<file path="src/rtl/timer_pkg.sv">
// Shared types and constants for the mm:ss countdown timer controller.
package timer_pkg;

    // Controller states.
    typedef enum logic [1:0] {
        StIdle  = 2'd0,
        StRun   = 2'd1,
        StPause = 2'd2,
        StAlarm = 2'd3
    } state_t;

    // Largest legal value of each BCD digit kind.
    localparam logic [3:0] BCD_MAX_ONES = 4'd9;
    localparam logic [3:0] BCD_MAX_TENS = 4'd5;

    // Width of the alarm duration counter.
    localparam int unsigned ALARM_CNT_W = 8;

    // Full mm:ss display value, most significant digit first.
    typedef struct packed {
        logic [3:0] min_tens;
        logic [3:0] min_ones;
        logic [3:0] sec_tens;
        logic [3:0] sec_ones;
    } bcd_time_t;

    localparam bcd_time_t TIME_ZERO = '0;
    localparam bcd_time_t TIME_ONE  = '{min_tens: 4'd0, min_ones: 4'd0,
                                         sec_tens: 4'd0, sec_ones: 4'd1};

endpackage

</file>
<file path="src/rtl/timer_ctrl_if.sv">
// Button/tick inputs and display/buzzer outputs of the timer controller.
interface timer_ctrl_if;

    logic       TICK;
    logic       START_STOP;
    logic       CLEAR;
    logic       SET_MIN;
    logic       SET_SEC;
    logic [3:0] MIN_TENS;
    logic [3:0] MIN_ONES;
    logic [3:0] SEC_TENS;
    logic [3:0] SEC_ONES;
    logic       RUNNING;
    logic       ALARM;

    // Upstream side: debouncers/prescaler drive pulses, display chain reads digits.
    modport master (
        output TICK, START_STOP, CLEAR, SET_MIN, SET_SEC,
        input  MIN_TENS, MIN_ONES, SEC_TENS, SEC_ONES, RUNNING, ALARM
    );

    // Controller side.
    modport slave (
        input  TICK, START_STOP, CLEAR, SET_MIN, SET_SEC,
        output MIN_TENS, MIN_ONES, SEC_TENS, SEC_ONES, RUNNING, ALARM
    );

endinterface

</file>
<file path="src/rtl/timer_ctrl_bcd_digit.sv">
// Single BCD digit counter, 0..MAX, wrapping in both directions.
// BO/CO flag a borrow/carry out of this digit for cascading.
module bcd_digit #(
    parameter int unsigned MAX = 9
) (
    input  logic       CLOCK,
    input  logic       RESET,
    input  logic       LOAD,
    input  logic [3:0] LOAD_VAL,
    input  logic       INC,
    input  logic       DEC,
    output logic [3:0] Q,
    output logic       BO,
    output logic       CO
);

    localparam logic [3:0] MaxVal = 4'(MAX);

    assign BO = DEC && (Q == 4'd0);
    assign CO = INC && (Q >= MaxVal);

    // Digit register: load beats increment beats decrement; out-of-range values snap back.
    always_ff @(posedge CLOCK) begin
        if (RESET) begin
            Q <= 4'd0;
        end else if (LOAD) begin
            Q <= (LOAD_VAL > MaxVal) ? 4'd0 : LOAD_VAL;
        end else if (INC) begin
            Q <= (Q >= MaxVal) ? 4'd0 : Q + 4'd1;
        end else if (DEC) begin
            Q <= (Q == 4'd0 || Q > MaxVal) ? MaxVal : Q - 4'd1;
        end
    end

endmodule

</file>
<file path="src/rtl/timer_ctrl.sv">
// Countdown timer controller: set / run / pause / alarm sequencing over four BCD digits.
module timer_ctrl
    import timer_pkg::*;
#(
    parameter int unsigned ALARM_TICKS = 10
) (
    input  logic         CLOCK,
    input  logic         RESET,
    timer_ctrl_if.slave  bus
);

    state_t                 state;
    bcd_time_t              preset;
    bcd_time_t              cur;
    logic [ALARM_CNT_W-1:0] alarm_cnt;
    logic [ALARM_CNT_W-1:0] alarm_cnt_inc;
    logic                   running_q;
    logic                   alarm_q;

    // Only the highest-priority event acts in a cycle.
    logic ev_clear, ev_ss, ev_tick, ev_set;
    assign ev_clear = bus.CLEAR;
    assign ev_ss    = !bus.CLEAR && bus.START_STOP;
    assign ev_tick  = !bus.CLEAR && !bus.START_STOP && bus.TICK;
    assign ev_set   = !bus.CLEAR && !bus.START_STOP && !bus.TICK;

    logic is_zero, is_one, alarm_done;
    assign is_zero       = (cur == TIME_ZERO);
    assign is_one        = (cur == TIME_ONE);
    assign alarm_cnt_inc = alarm_cnt + 1'b1;
    assign alarm_done    = (alarm_cnt_inc == ALARM_CNT_W'(ALARM_TICKS));

    logic      load, load_preset, inc_min, inc_sec, dec;
    bcd_time_t load_val;

    // Digit control decoded from state and the winning event.
    always_comb begin
        load        = 1'b0;
        load_preset = 1'b0;
        inc_min     = 1'b0;
        inc_sec     = 1'b0;
        dec         = 1'b0;
        case (state)
            StIdle: begin
                if (ev_clear) begin
                    load = 1'b1;
                end else if (ev_set) begin
                    inc_min = bus.SET_MIN;
                    inc_sec = bus.SET_SEC;
                end
            end
            StRun: begin
                if (ev_clear) begin
                    load = 1'b1;
                end else if (ev_tick) begin
                    dec = 1'b1;
                end
            end
            StPause: begin
                if (ev_clear) begin
                    load = 1'b1;
                end
            end
            StAlarm: begin
                if (ev_clear) begin
                    load = 1'b1;
                end else if (ev_ss || (ev_tick && alarm_done)) begin
                    load        = 1'b1;
                    load_preset = 1'b1;
                end
            end
            default: load = 1'b1;
        endcase
    end

    assign load_val = load_preset ? preset : TIME_ZERO;

    // Borrow/carry chains: seconds and minutes increment independently, decrement cascades.
    logic bo_so, bo_st, bo_mo, co_so, co_mo;
    logic unused_flags;
    logic co_st, co_mt, bo_mt;
    assign unused_flags = co_st ^ co_mt ^ bo_mt;

    bcd_digit #(.MAX(BCD_MAX_ONES)) u_sec_ones (
        .CLOCK    (CLOCK),
        .RESET    (RESET),
        .LOAD     (load),
        .LOAD_VAL (load_val.sec_ones),
        .INC      (inc_sec),
        .DEC      (dec),
        .Q        (cur.sec_ones),
        .BO       (bo_so),
        .CO       (co_so)
    );

    bcd_digit #(.MAX(BCD_MAX_TENS)) u_sec_tens (
        .CLOCK    (CLOCK),
        .RESET    (RESET),
        .LOAD     (load),
        .LOAD_VAL (load_val.sec_tens),
        .INC      (co_so),
        .DEC      (bo_so),
        .Q        (cur.sec_tens),
        .BO       (bo_st),
        .CO       (co_st)
    );

    bcd_digit #(.MAX(BCD_MAX_ONES)) u_min_ones (
        .CLOCK    (CLOCK),
        .RESET    (RESET),
        .LOAD     (load),
        .LOAD_VAL (load_val.min_ones),
        .INC      (inc_min),
        .DEC      (bo_st),
        .Q        (cur.min_ones),
        .BO       (bo_mo),
        .CO       (co_mo)
    );

    bcd_digit #(.MAX(BCD_MAX_TENS)) u_min_tens (
        .CLOCK    (CLOCK),
        .RESET    (RESET),
        .LOAD     (load),
        .LOAD_VAL (load_val.min_tens),
        .INC      (co_mo),
        .DEC      (bo_mo),
        .Q        (cur.min_tens),
        .BO       (bo_mt),
        .CO       (co_mt)
    );

    // Sequencing FSM with registered RUNNING/ALARM, preset capture and alarm duration count.
    always_ff @(posedge CLOCK) begin
        if (RESET) begin
            state     <= StIdle;
            preset    <= TIME_ZERO;
            alarm_cnt <= '0;
            running_q <= 1'b0;
            alarm_q   <= 1'b0;
        end else begin
            case (state)
                StIdle: begin
                    if (ev_clear) begin
                        preset <= TIME_ZERO;
                    end else if (ev_ss && !is_zero) begin
                        preset    <= cur;
                        state     <= StRun;
                        running_q <= 1'b1;
                    end
                end
                StRun: begin
                    if (ev_clear) begin
                        state     <= StIdle;
                        running_q <= 1'b0;
                    end else if (ev_ss) begin
                        state     <= StPause;
                        running_q <= 1'b0;
                    end else if (ev_tick && is_one) begin
                        state     <= StAlarm;
                        alarm_cnt <= '0;
                        running_q <= 1'b0;
                        alarm_q   <= 1'b1;
                    end
                end
                StPause: begin
                    if (ev_clear) begin
                        state <= StIdle;
                    end else if (ev_ss) begin
                        state     <= StRun;
                        running_q <= 1'b1;
                    end
                end
                StAlarm: begin
                    if (ev_clear || ev_ss) begin
                        state   <= StIdle;
                        alarm_q <= 1'b0;
                    end else if (ev_tick) begin
                        alarm_cnt <= alarm_cnt_inc;
                        if (alarm_done) begin
                            state   <= StIdle;
                            alarm_q <= 1'b0;
                        end
                    end
                end
                default: begin
                    state     <= StIdle;
                    running_q <= 1'b0;
                    alarm_q   <= 1'b0;
                end
            endcase
        end
    end

    assign bus.MIN_TENS = cur.min_tens;
    assign bus.MIN_ONES = cur.min_ones;
    assign bus.SEC_TENS = cur.sec_tens;
    assign bus.SEC_ONES = cur.sec_ones;
    assign bus.RUNNING  = running_q;
    assign bus.ALARM    = alarm_q;

endmodule

</file>
<file path="src/flat_wrapper.sv">
// flat-port wrapper written by rule: the top's interface ports become plain ports
module timer_ctrl_flat import timer_pkg::*;
#(
    parameter int unsigned ALARM_TICKS = 10
)
  (CLOCK, RESET, bus_TICK, bus_START_STOP, bus_CLEAR, bus_SET_MIN, bus_SET_SEC, bus_MIN_TENS, bus_MIN_ONES, bus_SEC_TENS, bus_SEC_ONES, bus_RUNNING, bus_ALARM);
  timer_ctrl_if bus_i ();
  input  logic CLOCK;
  input  logic RESET;
  input wire logic [$bits(bus_i.TICK)-1:0] bus_TICK;
  input wire logic [$bits(bus_i.START_STOP)-1:0] bus_START_STOP;
  input wire logic [$bits(bus_i.CLEAR)-1:0] bus_CLEAR;
  input wire logic [$bits(bus_i.SET_MIN)-1:0] bus_SET_MIN;
  input wire logic [$bits(bus_i.SET_SEC)-1:0] bus_SET_SEC;
  output wire logic [$bits(bus_i.MIN_TENS)-1:0] bus_MIN_TENS;
  output wire logic [$bits(bus_i.MIN_ONES)-1:0] bus_MIN_ONES;
  output wire logic [$bits(bus_i.SEC_TENS)-1:0] bus_SEC_TENS;
  output wire logic [$bits(bus_i.SEC_ONES)-1:0] bus_SEC_ONES;
  output wire logic [$bits(bus_i.RUNNING)-1:0] bus_RUNNING;
  output wire logic [$bits(bus_i.ALARM)-1:0] bus_ALARM;
  assign bus_i.TICK = bus_TICK;
  assign bus_i.START_STOP = bus_START_STOP;
  assign bus_i.CLEAR = bus_CLEAR;
  assign bus_i.SET_MIN = bus_SET_MIN;
  assign bus_i.SET_SEC = bus_SET_SEC;
  assign bus_MIN_TENS = bus_i.MIN_TENS;
  assign bus_MIN_ONES = bus_i.MIN_ONES;
  assign bus_SEC_TENS = bus_i.SEC_TENS;
  assign bus_SEC_ONES = bus_i.SEC_ONES;
  assign bus_RUNNING = bus_i.RUNNING;
  assign bus_ALARM = bus_i.ALARM;
  timer_ctrl #(.ALARM_TICKS(ALARM_TICKS)) u_core (.CLOCK(CLOCK), .RESET(RESET), .bus(bus_i));
endmodule
</file>
<file path="config.mk">
export PLATFORM = sky130hd
export DESIGN_NAME = timer_ctrl_flat
export DESIGN_NICKNAME = d
export VERILOG_FILES = /design/src/rtl/timer_pkg.sv /design/src/rtl/timer_ctrl_if.sv /design/src/rtl/timer_ctrl_bcd_digit.sv /design/src/rtl/timer_ctrl.sv /design/src/flat_wrapper.sv
export SDC_FILE = /design/constraint.sdc
export NUM_CORES = 1
export LEC_CHECK = 0
export ABC_AREA = 1
export CAP_MARGIN = 20
export CELL_PAD_IN_SITES_DETAIL_PLACEMENT = 1
export CELL_PAD_IN_SITES_GLOBAL_PLACEMENT = 1
export CORE_AREA = 2 2 91 93
export CTS_CLUSTER_SIZE = 24
export DETAILED_ROUTE_END_ITERATION = 8
export DIE_AREA = 0 0 93 95
export PLACE_DENSITY_LB_ADDON = 0.1
export RECOVER_POWER = 25
export SYNTH_ARGS = -nofsm -noshare
export SYNTH_HDL_FRONTEND = slang
export SYNTH_SLANG_ARGS = --single-unit
export TNS_END_PERCENT = 30
</file>
<file path="constraint.sdc">
create_clock -name CLOCK -period 2.62 [get_ports CLOCK]
set_clock_uncertainty 0.2 [all_clocks]
set_input_delay 0.786 -clock CLOCK [delete_from_list [all_inputs] [get_ports CLOCK]]
set_output_delay 0.786 -clock CLOCK [all_outputs]
set_load 0.01 [all_outputs]
</file>
==> metrics.yaml, run 1 <==
grtUsageTotal: 0.229
most-common-layout-cells: "nand2_1 (79), inv_1 (73), nand3_1 (54)"
grt-ovfl-total: 0
max_stage_delay_ns: 0.62
diodes: 0
drive_gt1_frac: 0.128
period_share: 0.958
place_congestion: 0.827
cts_max_level: 2
synth.distinct_cells: 35
grt_setup_unrepaired: "false"
worstPathCellList: "clkdlybuf4s50_1"
netlist_area_um2: 3120
netlist_top_cells_area: "dfxtp_1 (28%), nand2_1 (10%), nand3_1 (9.0%), inv_1 (8.9%), ha_1 (6.8%)"
dieArea_um2: 8840
die_x_um: 93
ys_warn_count: 0
clk_path_buf_depth: 2
fin_util: 0.485
insertion_delay_ns: 0.31
hold_viol: 0
vias: 3383
path_clk_slew_ns: 0.10
maxCapViolations: 0
synth_nets: 512
cts_sinks: 44
fin_nets: 561
initial_utilization: 0.393
drv_slew: 0
routed_wirelength_um: 9730
syn2layout_area_growth_pct: 23.5
grt_first_pass_wirelength_um: 16200
drt_pre_antenna_iters: 4
root_buffer: "clkbuf_8"
worstPathArrival_ns: 1.52
grt_pass1_vias: 3460
end_kind: "output pin"
synth.largest_area_cell: "dfxtp_1"
critPathMaxFanout: 9
hpwlAfterDp_um: 7350
fmax_ghz: 0.398
ir_drop_uv: 215
drt_iter0_drc: 110
io_buffer_count: 24
postRouteAntennaNets: 0
synth_cells: 488
critPathTopFamily: "buffers and inverters"
rows: 33
worstHoldPathType: "reg -> reg"
power.density_nw_per_um2: 497
vias_per_cell: 5.26
synth_top_area_share: 0.283
drcViolationCount: 0
core-area_um2: 7930
slew_headroom: 0.699
path_buf_inv: 1
final_area_um2: 3850
required_ns: 1.63
layout.cells.non_filler: 643
die-height_um: 95
cts_hold_buf: 0
ys_ff_latch: 44
status: "completed"
seq_area_frac_synth: 0.283
syn_avg_cell_area_um2: 6.38
cts_made_buffers: 5
grt_antenna_before_repair: 0
cts_tree: "done"
p_leak_nw: 1.69
grt_max_degree: 24
mostFrequentLayoutCell: "nand2_1"
start_kind: "register"
placedInstanceArea_um2: 3670
dp_cells: 633
routedWlPerCell_um: 15.1
slowest_stage: "clkdlybuf4s50_1"
setup_viol: 0
ioPinCount: 25
finalCriticalPeriod_ns: 2.51
worst_slew_pin_slew_ns: 0.451
critPathKind: "reg -> out"
==> final timing paths <==
kind                            slack [ns]  cells past startpoint              startpoint                      to
worst min-delay path                  0.28                      2        u_core.bus.ALARM        u_core.bus.ALARM
worst min register to register        0.28                      2        u_core.bus.ALARM        u_core.bus.ALARM
worst max-delay path                  0.11                      1  u_core.u_sec_ones.Q[2]         bus_SEC_ONES[2]
worst max register to register        0.36                     14     u_core.alarm_cnt[0]  u_core.u_sec_ones.Q[1]
==> cell usage after synthesis <==
library cell,n
nand2_1,85
o211ai_1,4
a31oi_1,2
dfxtp_1,44
clkbuf_1,7
ha_1,17
inv_1,74
o21a_1,2
xor2_1,6
nor2_1,51
o22ai_1,6
o2111ai_1,1
nand3_2,2
nand3_1,56
buf_2,4
inv_2,2
a21oi_1,40
nor2_2,3
nand4_2,1
nand2_4,2
nor3_1,7
o31ai_1,3
buf_6,1
o21ai_1,3
or2_1,1
a21oi_2,1
nor2_4,2
buf_1,1
o21ai_2,2
buf_4,2
nand4_1,12
nand2_2,2
nand3b_1,1
xnor2_1,3
o21ai_0,38
==> state kept, by name, indices dropped and copies added (netlist names) <==
name and cells:
u_core.u_sec_ones.Q 4, u_core.u_sec_tens.Q 4, u_core.u_min_tens.Q 4, u_core.bus.RUNNING 1, u_core.state 2, u_core.alarm_cnt 8, u_core.u_min_ones.Q 4, u_core.bus.ALARM 1
u_core.preset 16
==> power breakdown <==
part	switching, mW	internal [mW]	total, mW
Clock	0.274	0.313	0.587
Combinational	0.357	0.208	0.565
Sequential	0.0519	0.708	0.759
==> kinds of logic after synthesis <==
| group | share of synthesized area |
|---|---|
| and+or+nand+nor | 0.329 |
| AOI/OAI and AO/OA | 0.179 |
| buffers and inverters | 0.116 |
| DFF | 0.283 |
| adders and majority gates | 0.0683 |
| xor gates and xnor gates | 0.0253 |
==> cell type report <==
type | count | area, um^2
clock inverter | 2 | 38.8
multi-input combinational | 353 | 1920
timing repair buffer | 57 | 513
fill | 1100 | 4080
tap | 105 | 131
clock buffer | 6 | 82.6
sequential | 44 | 881
inverter | 76 | 285
==> routing by layer <==
layer / vias up / GRT usage / routed length (um)
li1: 1701 / - / -
met1: 1623 / 0.294 / 4660
met2: 49 / 0.407 / 4740
met3: 10 / 0.0303 / 230
met4: 0 / 0.0551 / 105
met5: - / 0 / 0
==> what timing repair did <==
action	CTS	global route
setup endpoints to repair	0	25
buffers inserted	0	2
gates resized for setup	0	13
==> per-stage QoR <==
stage               setup WS, ns  total power, mW  setup TNS (ns)  hold slack [ns]
finish                     0.109             1.91               0            0.277
global placement          -0.221             1.31           -3.44            0.249
CTS                       0.0395             1.91               0            0.277
detailed placement        -0.265             1.33           -5.22            0.263
floorplan                  0.479             1.12               0            0.253
global route              0.0102             2.02               0            0.313
Power figures use the tool's default switching activity.
==> run 2, diff against run 1 <==
CORE_AREA = 2 2 75 112   (was 2 2 91 93)
DIE_AREA = 0 0 77 114   (was 0 0 93 95)
==> metrics.yaml, run 2 (synthesis gave the netlist of run 1 again) <==
status: "completed"
critPathKind: "in -> reg"
worstPathCellList: "clkdlybuf4s50_1 > nor2_4 > nand2_2 > nor2_1 > nand2_1 > nor2_2 > nand2_2 > nand2_1 > buf_12 > nand4_1 > nand2_1 > inv_1 > nor2_1"
drcViolationCount: 0
cts_sinks: 44
grtUsageTotal: 0.229
clk_path_buf_depth: 2
grt_first_pass_wirelength_um: 16100
worst_slew_pin_slew_ns: 0.410
initial_utilization: 0.394
r2r_cells: 10
power.density_nw_per_um2: 511
start_kind: "input pin"
worstPathArrival_ns: 2.50
multi_input_area_um2: 1880
drv_slew: 0
io_buffer_count: 24
dieArea_um2: 8780
cts_max_level: 2
hpwlAfterDp_um: 7590
p_leak_nw: 1.68
whs_path_depth: 2
root_buffer: "clkbuf_16"
drt_pre_antenna_iters: 4
routedWlPerCell_um: 14.9
grt-ovfl-total: 0
setup_viol: 0
cts_hold_buf: 0
cp_common_cell: "nand2_1"
worstHoldPathType: "reg -> reg"
largest_reg_flops: 16
fin_nets: 560
worstSetupStartpoint: "bus_START_STOP"
most-common-layout-cells: "nand2_1 (85), inv_1 (74), nand3_1 (57)"
place_congestion: 0.896
drt_iter0_drc: 78
vias: 3370
postRouteAntennaNets: 0
fin_hold_ws_ns: 0.271
path_buf_inv: 3
die_x_um: 77
reg2reg_from: "u_core.u_min_ones.Q[0]"
max_stage_delay_ns: 0.46
path_clk_slew_ns: 0.07
min_to: "u_core.bus.ALARM"
hp-start: "u_core.bus.ALARM"
cts_made_buffers: 5
r2r-end: "u_core.alarm_cnt[2]"
die-height_um: 114
ir_drop_uv: 294
syn2layout_area_growth_pct: 22.7
cts_tree: "done"
period_share: 0.944
maxCapViolations: 0
final_area_um2: 3820
critPathMaxFanout: 12
hold_viol: 0
register_area_um2: 881
grt_antenna_before_repair: 0
largest-register: "u_core.preset"
critPathTopFamily: "simple AND/OR/NAND/NOR gates"
slew_headroom: 0.726
largest_registers: "u_core.preset x16, u_core.alarm_cnt x8"
grt_pass1_vias: 3556
diodes: 0
vias_per_cell: 5.26
slowest_stage: "clkdlybuf4s50_1"
rows: 40
insertion_delay_ns: 0.29
fmax_ghz: 0.404
fill_cells: 1105
end_kind: "register"
placedInstanceArea_um2: 3680
grt_max_degree: 24
finalCriticalPeriod_ns: 2.47
mostFrequentLayoutCell: "nand2_1"
required_ns: 2.65
routed_wirelength_um: 9560
core-area_um2: 7910
drive_gt1_frac: 0.106
setup.reg_to_reg.worst_slack_ns: 0.28
ioPinCount: 25
-- run 2: repair_timing --
item                       in CTS  in global routing
buffers inserted                0                  0
setup endpoints to repair       0                 19
resized for setup               0                  4
-- run 2: layout make-up --
cell class	instances	area share
inverter	76	0.0746
tap	105	0.0344
clock inverter	2	0.00327
timing repair buffer	56	0.132
multi-input combinational	353	0.492
clock buffer	5	0.0327
sequential	44	0.230
-- run 2: power by group --
group | switching [mW] | internal [mW]
logic | 0.343 | 0.221
registers | 0.0530 | 0.708
clock network | 0.282 | 0.347
total | 0.678 | 1.28
-- run 2: worst max-delay path by stage --
stage,endpoint,slack (ns),cells after the start
2_1_floorplan,u_core.alarm_cnt[5],0.48,9
3_3_place_gp,u_core.u_min_ones.Q[3],-0.15,13
3_5_place_dp,u_core.u_min_tens.Q[1],-0.23,11
4_1_cts,u_core.u_min_tens.Q[1],0.06,11
5_1_grt,u_core.alarm_cnt[0],-0.02,10
6_report,u_core.u_sec_ones.Q[0],0.15,13
-- run 2: per-layer routing --
layer / GRT usage / part of all wire / vias to the layer above
li1: - / - / 1706
met1: 0.232 / 0.39 / 1622
met2: 0.469 / 0.57 / 26
met3: 0.0222 / 0.012 / 16
met4: 0.0940 / 0.024 / 0
met5: 0 / 0 / -
-- run 2: metrics by stage --
stage / setup TNS [ns] / power (mW) / util / worst slack [ns] / std cells
6_report: 0 / 1.95 / 0.483 / 0.147 / 641
5_1_grt: -0.0797 / 2.07 / 0.483 / -0.0211 / 641
4_1_cts: 0 / 1.99 / 0.482 / 0.0645 / 641
3_5_place_dp: -4.48 / 1.35 / 0.465 / -0.228 / 634
3_3_place_gp: -2.75 / 1.34 / 0.465 / -0.149 / 634
2_1_floorplan: 0 / 1.12 / - / 0.479 / 488
-- run 2: worst register-to-register path: stages, from the launching register on --
cell,delay [ns]
dfxtp_1,0.38
inv_1,0.16
ha_1,0.22
nand3_1,0.14
nor2_1,0.27
nand3_1,0.22
a21oi_2,0.19
nand2_1,0.06
buf_4,0.17
o21ai_0,0.16
a21oi_1,0.06
==> run 3, diff against run 2 <==
CORE_AREA = 2 2 85 128   (was 2 2 75 112)
DIE_AREA = 0 0 87 130   (was 0 0 77 114)
==> metrics.yaml, run 3 (synthesis gave the netlist of run 1 again) <==
r2r_cells: 10
p_total_mw: 2.03
register_area_um2: 881
worstHoldPathType: "reg -> reg"
largest_registers: "u_core.preset x16, u_core.alarm_cnt x8"
fin_util: 0.379
routed_wirelength_um: 10600
cts_made_buffers: 5
mostFrequentLayoutCell: "nand2_1"
power.density_nw_per_um2: 520
grt-ovfl-total: 0
cts_tree: "done"
largest_reg_flops: 16
grt_max_degree: 24
cts-resized-gates: 0
grtUsageTotal: 0.198
fill_cells: 1363
drt_iter0_drc: 72
finalCriticalPeriod_ns: 2.48
critPathKind: "in -> reg"
cts_hold_buf: 0
pre_cts_slack_ns: -0.278
insertion_delay_ns: 0.30
dp_cells: 654
rows: 46
cts_sinks: 44
layout.cells.non_filler: 662
setup_tns_ns: 0
fin_ws_ns: 0.137
clk_path_buf_depth: 2
end_kind: "register"
place_congestion: 0.826
drcViolationCount: 0
fin_nets: 565
most-common-layout-cells: "nand2_1 (82), inv_1 (73), nand3_1 (57)"
ioPinCount: 25
grt_pass1_vias: 3518
use_met3: 0.0259
start_kind: "input pin"
dieArea_um2: 11300
status: "completed"
postRouteAntennaNets: 0
fmax_ghz: 0.403
hold_viol: 0
cts_max_level: 2
hp-start: "u_core.bus.ALARM"
min_to: "u_core.bus.ALARM"
largest-register: "u_core.preset"
grt_first_pass_wirelength_um: 17300
drv_slew: 0
path_clk_slew_ns: 0.07
whs_path_depth: 2
hpwlAfterDp_um: 8240
routedWlPerCell_um: 16.0
die-height_um: 130
die_x_um: 87
diodes: 0
vias: 3357
worst_slew_pin_slew_ns: 0.354
ir_drop_uv: 258
reg2reg_from: "u_core.u_min_ones.Q[0]"
grt_antenna_before_repair: 0
drive_gt1_frac: 0.122
grt.busiest_layer: "met2"
p_leak_nw: 1.71
grt_util_met1: 0.207
core-area_um2: 10300
critPathMaxFanout: 12
grt_use_met2: 0.389
maxCapViolations: 0
worstPathArrival_ns: 2.48
slew_headroom: 0.763
cts_setup_buffers: 0
multi_input_area_um2: 1890
drt_pre_antenna_iters: 4
initial_utilization: 0.302
io_buffer_count: 24
required_ns: 2.61
period_share: 0.948
syn2layout_area_growth_pct: 25.3
setup_viol: 0
setup.reg_to_reg.worst_slack_ns: 0.32
root_buffer: "clkbuf_16"
r2r-end: "u_core.alarm_cnt[4]"
vias_per_cell: 5.07
[run 3: layer usage]
layer  part of all wire  wire, um  vias up
met4              0.023       242        0
met3              0.017       182       14
met5                  0         0        -
li1                   -         -     1711
met1               0.39      4150     1605
met2               0.57      6010       27
[run 3: area by class of cell]
type                    count  area share
inverters                  76      0.0731
well taps                 120      0.0384
multi-input cells         353       0.484
clock inverters             2     0.00384
clock buffers               6      0.0356
flip-flops and latches     44       0.226
repair buffers             61       0.139
[run 3: how the worst max path moves through the flow]
| stage | start | to | slack [ns] | cells after the start |
|---|---|---|---|---|
| 2_1_floorplan | bus_CLEAR | u_core.alarm_cnt[5] | 0.48 | 9 |
| 3_3_place_gp | bus_CLEAR | u_core.u_min_tens.Q[2] | -0.21 | 11 |
| 3_5_place_dp | bus_CLEAR | u_core.u_min_tens.Q[2] | -0.28 | 11 |
| 4_1_cts | bus_CLEAR | u_core.u_min_tens.Q[2] | 0.02 | 11 |
| 5_1_grt | bus_START_STOP | u_core.u_sec_tens.Q[1] | -0.006 | 13 |
| 6_report | bus_START_STOP | u_core.alarm_cnt[4] | 0.14 | 10 |
[run 3: power by group]
group | leakage [nW] | internal, mW | switching [mW]
Clock | 0.0691 | 0.380 | 0.303
Combinational | 1.28 | 0.229 | 0.365
Sequential | 0.358 | 0.708 | 0.0453
Total | 1.71 | 1.32 | 0.713
[run 3: worst max-delay path: stages]
cell,delay [ns]
clkdlybuf4s50_1,0.46
nor2_4,0.18
nand2_2,0.11
nor2_1,0.10
nand3_1,0.16
a21oi_2,0.19
nand2_1,0.08
buf_4,0.18
o21ai_0,0.18
a21oi_1,0.06
[run 3: stage by stage]
stage	hold WS [ns]	cell area [um^2]
finish	0.270	3910
CTS	0.277	3890
global route	0.308	3910
floorplan	0.253	3120
global placement	0.252	3730
detailed placement	0.267	3730
==> edit 1: new RTL, config.mk and constraints of run 2 <==
Make the reset (`RESET`) asynchronous in 2 clocked blocks.
--- a/src/rtl/timer_ctrl_bcd_digit.sv
+++ b/src/rtl/timer_ctrl_bcd_digit.sv
@@ -20,7 +20,7 @@
     assign CO = INC && (Q >= MaxVal);
 
     // Digit register: load beats increment beats decrement; out-of-range values snap back.
-    always_ff @(posedge CLOCK) begin
+    always_ff @(posedge CLOCK or posedge RESET) begin
         if (RESET) begin
             Q <= 4'd0;
         end else if (LOAD) begin
--- a/src/rtl/timer_ctrl.sv
+++ b/src/rtl/timer_ctrl.sv
@@ -130,7 +130,7 @@
     );
 
     // Sequencing FSM with registered RUNNING/ALARM, preset capture and alarm duration count.
-    always_ff @(posedge CLOCK) begin
+    always_ff @(posedge CLOCK or posedge RESET) begin
         if (RESET) begin
             state     <= StIdle;
             preset    <= TIME_ZERO;
Behaviour: differs if RESET is asserted again (counterexample within 4 cycles, from zero or initial values and one cycle with RESET high); with RESET held inactive, the same outputs for 4 cycles.
==> edit 1 against run 2 <==
  * Cell area rose by 4.1%
  * Worst setup slack better by 0.092 ns
  * Area after synthesis rose by 0.68%
  * Routed wire length is 0.60% lower
  * Sequential cell count unchanged
  * Critical endpoint is now u_core.u_min_tens.Q[0]$_DFFE_PP0P_
Power is not compared: it rests on default switching activity, and its combinational part moved more than twofold at a synthesized area within 25%.
==> edit 1: results (changes against run 2) <==
routed length per instance 16.08 um (+7.8%); share of flip-flops with an asynchronous set or reset 100.0% (+100 points); total half-perimeter wirelength after legalization and detailed placement 7.191 mm (-5.3%); Seq/Total Area, Yosys 35.10% (+6.8 points); filler cell count in the final layout 1047 (-5.2%); list of most frequent post-synthesis cells sky130_fd_sc_hd__nand2_1 (100), sky130_fd_sc_hd__inv_1 (59), sky130_fd_sc_hd__dfrtp_1 (44); global-route wire length before repair 15.26 mm (-5.3%); Buffers on Ports 24 (unchanged); drt pass-1 iters 4 (unchanged); cell count after synthesis 426 (-13%); post-placement cell count 582 (-8.2%); top cells by area in the synthesized netlist sky130_fd_sc_hd__dfrtp_1 (35%), sky130_fd_sc_hd__nand2_1 (12%), sky130_fd_sc_hd__inv_1 (7.1%); number of nets at the end of the flow 510 (-8.9%); critical path's slowest cell sky130_fd_sc_hd__clkdlybuf4s50_1; antenna violations before repair 0 (unchanged); vias per inst 5.272 (+0.29%); violation count after the first detailed-routing iteration 101 (+29%); critical-path maximum fanout 6 (-6); Tightest Pin Transition 0.8073 ns (+0.3976 ns); final core area utilization 50.33% (+2.0 points); Critical Path AT 2.35 ns (-0.15 ns); clock insertion delay at the later pin of the skew report 0.29 ns (about the same); class of the tightest hold or removal check reg2reg; via count 3116 (-7.5%); vias in the first global route 3248 (-8.7%); Max IR drop VDD 0.5402 mV; pre-CTS setup slack -0.3316 ns (-0.1036 ns); longest individual stage delay on the worst path 0.50 ns (+0.04 ns); synth warn 0 (unchanged); Leak Pwr 0.001879 uW; largest net degree at the start of global routing 27 (+13%); diodes inserted 0 (unchanged); RD Place Congestion 0.8876 (-0.90%); primary flip-flop cell chosen by synthesis mapping sky130_fd_sc_hd__dfrtp_1; area of placed instances 3719 um2 (+1.2%); number of clock buffers inserted by TritonCTS 5 (unchanged); Clock Tree Buf Depth 2 (unchanged); H-Tree Depth 2 (unchanged); count of distinct cell types in the synthesized netlist 38 (+8.6%); clock-pin transition on the worst setup and hold timing paths 0.06 ns; number of nets produced by synthesis 450 (-12%); buffer cell driving the clock tree root sky130_fd_sc_hd__clkbuf_16; max-capacitance violation count 0 (unchanged); outcome finished, final reports clean; global-route usage over all layers 21.69% (-1.2 points); largest registers u_core.preset (16), u_core.alarm_cnt (8); layout cells sized above 1 16.67% (+6.0 points); family of cells with the greatest summed delay on the critical path simple AND/OR/NAND/NOR gates
[edit 1: changes by cell type in the layout (fill, tap and decap cells not counted), sizes merged, moves of 8 or more]
| cell | before | now |
|---|---|---|
| a21oi | 41 | 12 |
| clkdlybuf4s50 | 13 | 21 |
| dfrtp | 0 | 44 |
| dfxtp | 44 | 0 |
| dlygate4sd3 | 11 | 1 |
| inv | 76 | 65 |
| nand2 | 89 | 107 |
| nand3 | 58 | 44 |
| nor2 | 56 | 30 |
[edit 1: per-layer routing]
layer / GRT usage (%) / vias to the layer above / wire, um
li1: - / 1527 / -
met1: 24.21 / 1529 / 3899
met2: 42.63 / 48 / 5233
met3: 1.899 / 12 / 196
met4: 7.262 / 0 / 174
met5: 0 / - / 0
[edit 1: timing repair]
| action | 4_1_cts | 5_1_grt |
|---|---|---|
| gates cloned | 0 | 2 |
| endpoints found under the setup margin | 3 | 26 |
| hold buffers | 0 | 0 |
| buffers inserted | 0 | 0 |
| gates resized for setup | 1 | 14 |
| pin swaps | 0 | 3 |
[edit 1: final timing paths]
kind | from | endpoint | slack (ns) | cells after the start
max reg2reg | u_core.alarm_cnt[0]$_DFFE_PP0P_ | u_core.u_min_tens.Q[0]$_DFFE_PP0P_ | 0.28 | 12
min reg2reg | u_core.bus.ALARM$_DFFE_PP0P_ | u_core.bus.ALARM$_DFFE_PP0P_ | 0.30 | 2
max in group asynchronous | RESET | u_core.state[1]$_DFFE_PP0P_ | 0.71 | 3
min | u_core.bus.ALARM$_DFFE_PP0P_ | u_core.bus.ALARM$_DFFE_PP0P_ | 0.30 | 2
max | bus_TICK | u_core.u_min_tens.Q[0]$_DFFE_PP0P_ | 0.24 | 12
min in group asynchronous | RESET | u_core.alarm_cnt[0]$_DFFE_PP0P_ | 0.89 | 2
[edit 1: logic make-up (layout without fill, tap and decap cells)]
| family | count (synthesis) | in the layout | share of synthesized area, % |
|---|---|---|---|
| AO/OA/AOI/OAI | 85 | 87 | 16.71 |
| flip-flops | 44 | 44 | 35.10 |
| multiplexers | 1 | 1 | 0.3191 |
| adder cells (fa/ha/maj) | 17 | 17 | 6.781 |
| AND/OR/NAND/NOR | 198 | 198 | 28.88 |
| buffers and inverters | 70 | 128 | 9.134 |
| XOR/XNOR | 11 | 11 | 3.071 |
[edit 1: area by class of cell]
cell class	count	area share [%]
Clock buffer	5	3.144
Clock inverter	2	1.509
Inverter	65	6.130
Multi-Input combinational cell	314	45.65
Sequential cell	44	27.66
Tap cell	105	3.301
Timing Repair Buffer	56	12.61
[edit 1: power by group]
group	internal, uW	switching [uW]
logic	766	1150
registers	886	249
clock network	541	260
==> edit 2: new RTL, flow settings as in run 2 <==
Made on the original files. `ALARM_CNT_W`: 8 -> 7.
--- a/src/rtl/timer_pkg.sv
+++ b/src/rtl/timer_pkg.sv
@@ -14,7 +14,7 @@
     localparam logic [3:0] BCD_MAX_TENS = 4'd5;
 
     // Width of the alarm duration counter.
-    localparam int unsigned ALARM_CNT_W = 8;
+    localparam int unsigned ALARM_CNT_W = 7;
 
     // Full mm:ss display value, most significant digit first.
     typedef struct packed {
Check against the original RTL: no difference found for any inputs over 4 cycles, from zero or initial values and one cycle with RESET high; that may be too few to reach the edited logic, so the function may still have changed.
==> edit 2 against run 2 <==
  * Total power up 5.0%
  * Cell count up 0.16%
  * Worst setup slack better by 0.063 ns
  * Cell area up 2.1%
  * First-iteration DRC count up 3.8%
  * Area after synthesis up 0.72%
  * Sequential cell count down 1
  * Highest routed layer unchanged
  * Routed wire length up 0.86%
  * Largest power group unchanged
==> edit 2: results (changes against run 2) <==
timing endpoint of the critical path bus_MIN_ONES[2]; RD Place Congestion 0.8800 (-1.8%); number of nets produced by synthesis 503 (-1.8%); post-detailed-routing wire length 9.642 mm (+0.86%); longest individual stage delay on the worst path 0.60 ns (+0.14 ns); Seq/Total Area, Yosys 27.43% (-0.84 points); Critical Path AT 1.42 ns (-1.08 ns); total half-perimeter wirelength after legalization and detailed placement 7.534 mm (-0.79%); largest net degree at the start of global routing 23 (-4.2%); Leak Pwr 0.001769 uW (+5.3%); global-route usage over all layers 23.01% (+0.072 points); power dissipated in the clock network 620 uW (-1%); violation count after the first detailed-routing iteration 81 (+3.8%); global-route wire length before repair 16.38 mm (+1.6%); WL met3 148 um (+24%); list of most frequent post-synthesis cells sky130_fd_sc_hd__nand2_1 (75), sky130_fd_sc_hd__inv_1 (63), sky130_fd_sc_hd__nand3_1 (63); power consumed by combinational cells 674 uW (+20%); top cells by area in the synthesized netlist sky130_fd_sc_hd__dfxtp_1 (27%), sky130_fd_sc_hd__nand3_1 (10%), sky130_fd_sc_hd__nand2_1 (9.0%); met3 Track Usage GR 2.532% (+0.32 points); Tightest Pin Transition 0.4234 ns (+0.01362 ns); filler cell count in the final layout 1103 (-0.18%); layout cells sized above 1 14.90% (+4.3 points); critical path's slowest cell sky130_fd_sc_hd__clkdlybuf4s50_1; vias in the first global route 3532 (-0.67%); count of distinct cell types in the synthesized netlist 40 (+14%); vias per inst 5.283 (+0.50%); largest registers u_core.preset (16), u_core.alarm_cnt (7); start point of the critical path u_core.u_min_ones.Q[2]$_SDFFE_PP0P_; wire length the detailed router placed on met1 4.093 mm (+9.8%); outcome finished, final reports clean; total met2 wirelength after detailed routing 5.206 mm (-5.0%); global-route met1 utilization 25.59% (+2.4 points)
-- edit 2: cell types whose count changed after synthesis, moves of 3 or more --
cell	run 2	this run
sky130_fd_sc_hd__inv_1	74	63
sky130_fd_sc_hd__a21oi_1	40	30
sky130_fd_sc_hd__nand2_1	85	75
sky130_fd_sc_hd__nand3_1	56	63
sky130_fd_sc_hd__nand2_2	2	7
sky130_fd_sc_hd__clkbuf_1	7	3
sky130_fd_sc_hd__nand4_1	12	16
sky130_fd_sc_hd__buf_6	1	4
sky130_fd_sc_hd__nand2_4	2	5
sky130_fd_sc_hd__o211ai_1	4	1
-- edit 2: metrics by stage --
stage,setup slack (ns),hold slack [ns],TNS [ns],cells,power (uW)
finish,0.2106,0.2696,0,642,2052
global route,0.07363,0.3215,0,642,2175
CTS,0.02783,0.2799,0,638,2075
detailed placement,-0.2441,0.2706,-3.942,631,1446
global placement,-0.1903,0.2714,-2.771,631,1425
floorplan,0.4637,0.2608,0,479,1203
-- edit 2: logic make-up (layout without fill, tap and decap cells) --
group                    after synthesis  in the layout  share of synthesized area (%)
multiplexers                           1              1                         0.3190
flip-flops                            43             43                          27.43
XOR/XNOR                              11             11                          3.070
AO/OA/AOI/OAI                         92             92                          16.23
AND/OR/NAND/NOR                      231            231                          34.57
buffers and inverters                 84            142                          11.60
adder cells (fa/ha/maj)               17             17                          6.778
-- edit 2: repair_timing --
action	in CTS	in global routing
setup endpoints to repair	0	16
resized for setup	0	6
setup buffers	0	4
hold endpoints to repair	0	0
-- edit 2: cell type report --
class	count	area [um2]	area share [%]
Clock buffer	5	125.1	3.205
Inverter	67	252.7	6.474
Multi-Input combinational cell	352	1923	49.26
Timing Repair Buffer	68	596.8	15.29
Clock inverter	2	13.76	0.3526
Tap cell	105	131.4	3.365
Sequential cell	43	860.8	22.05
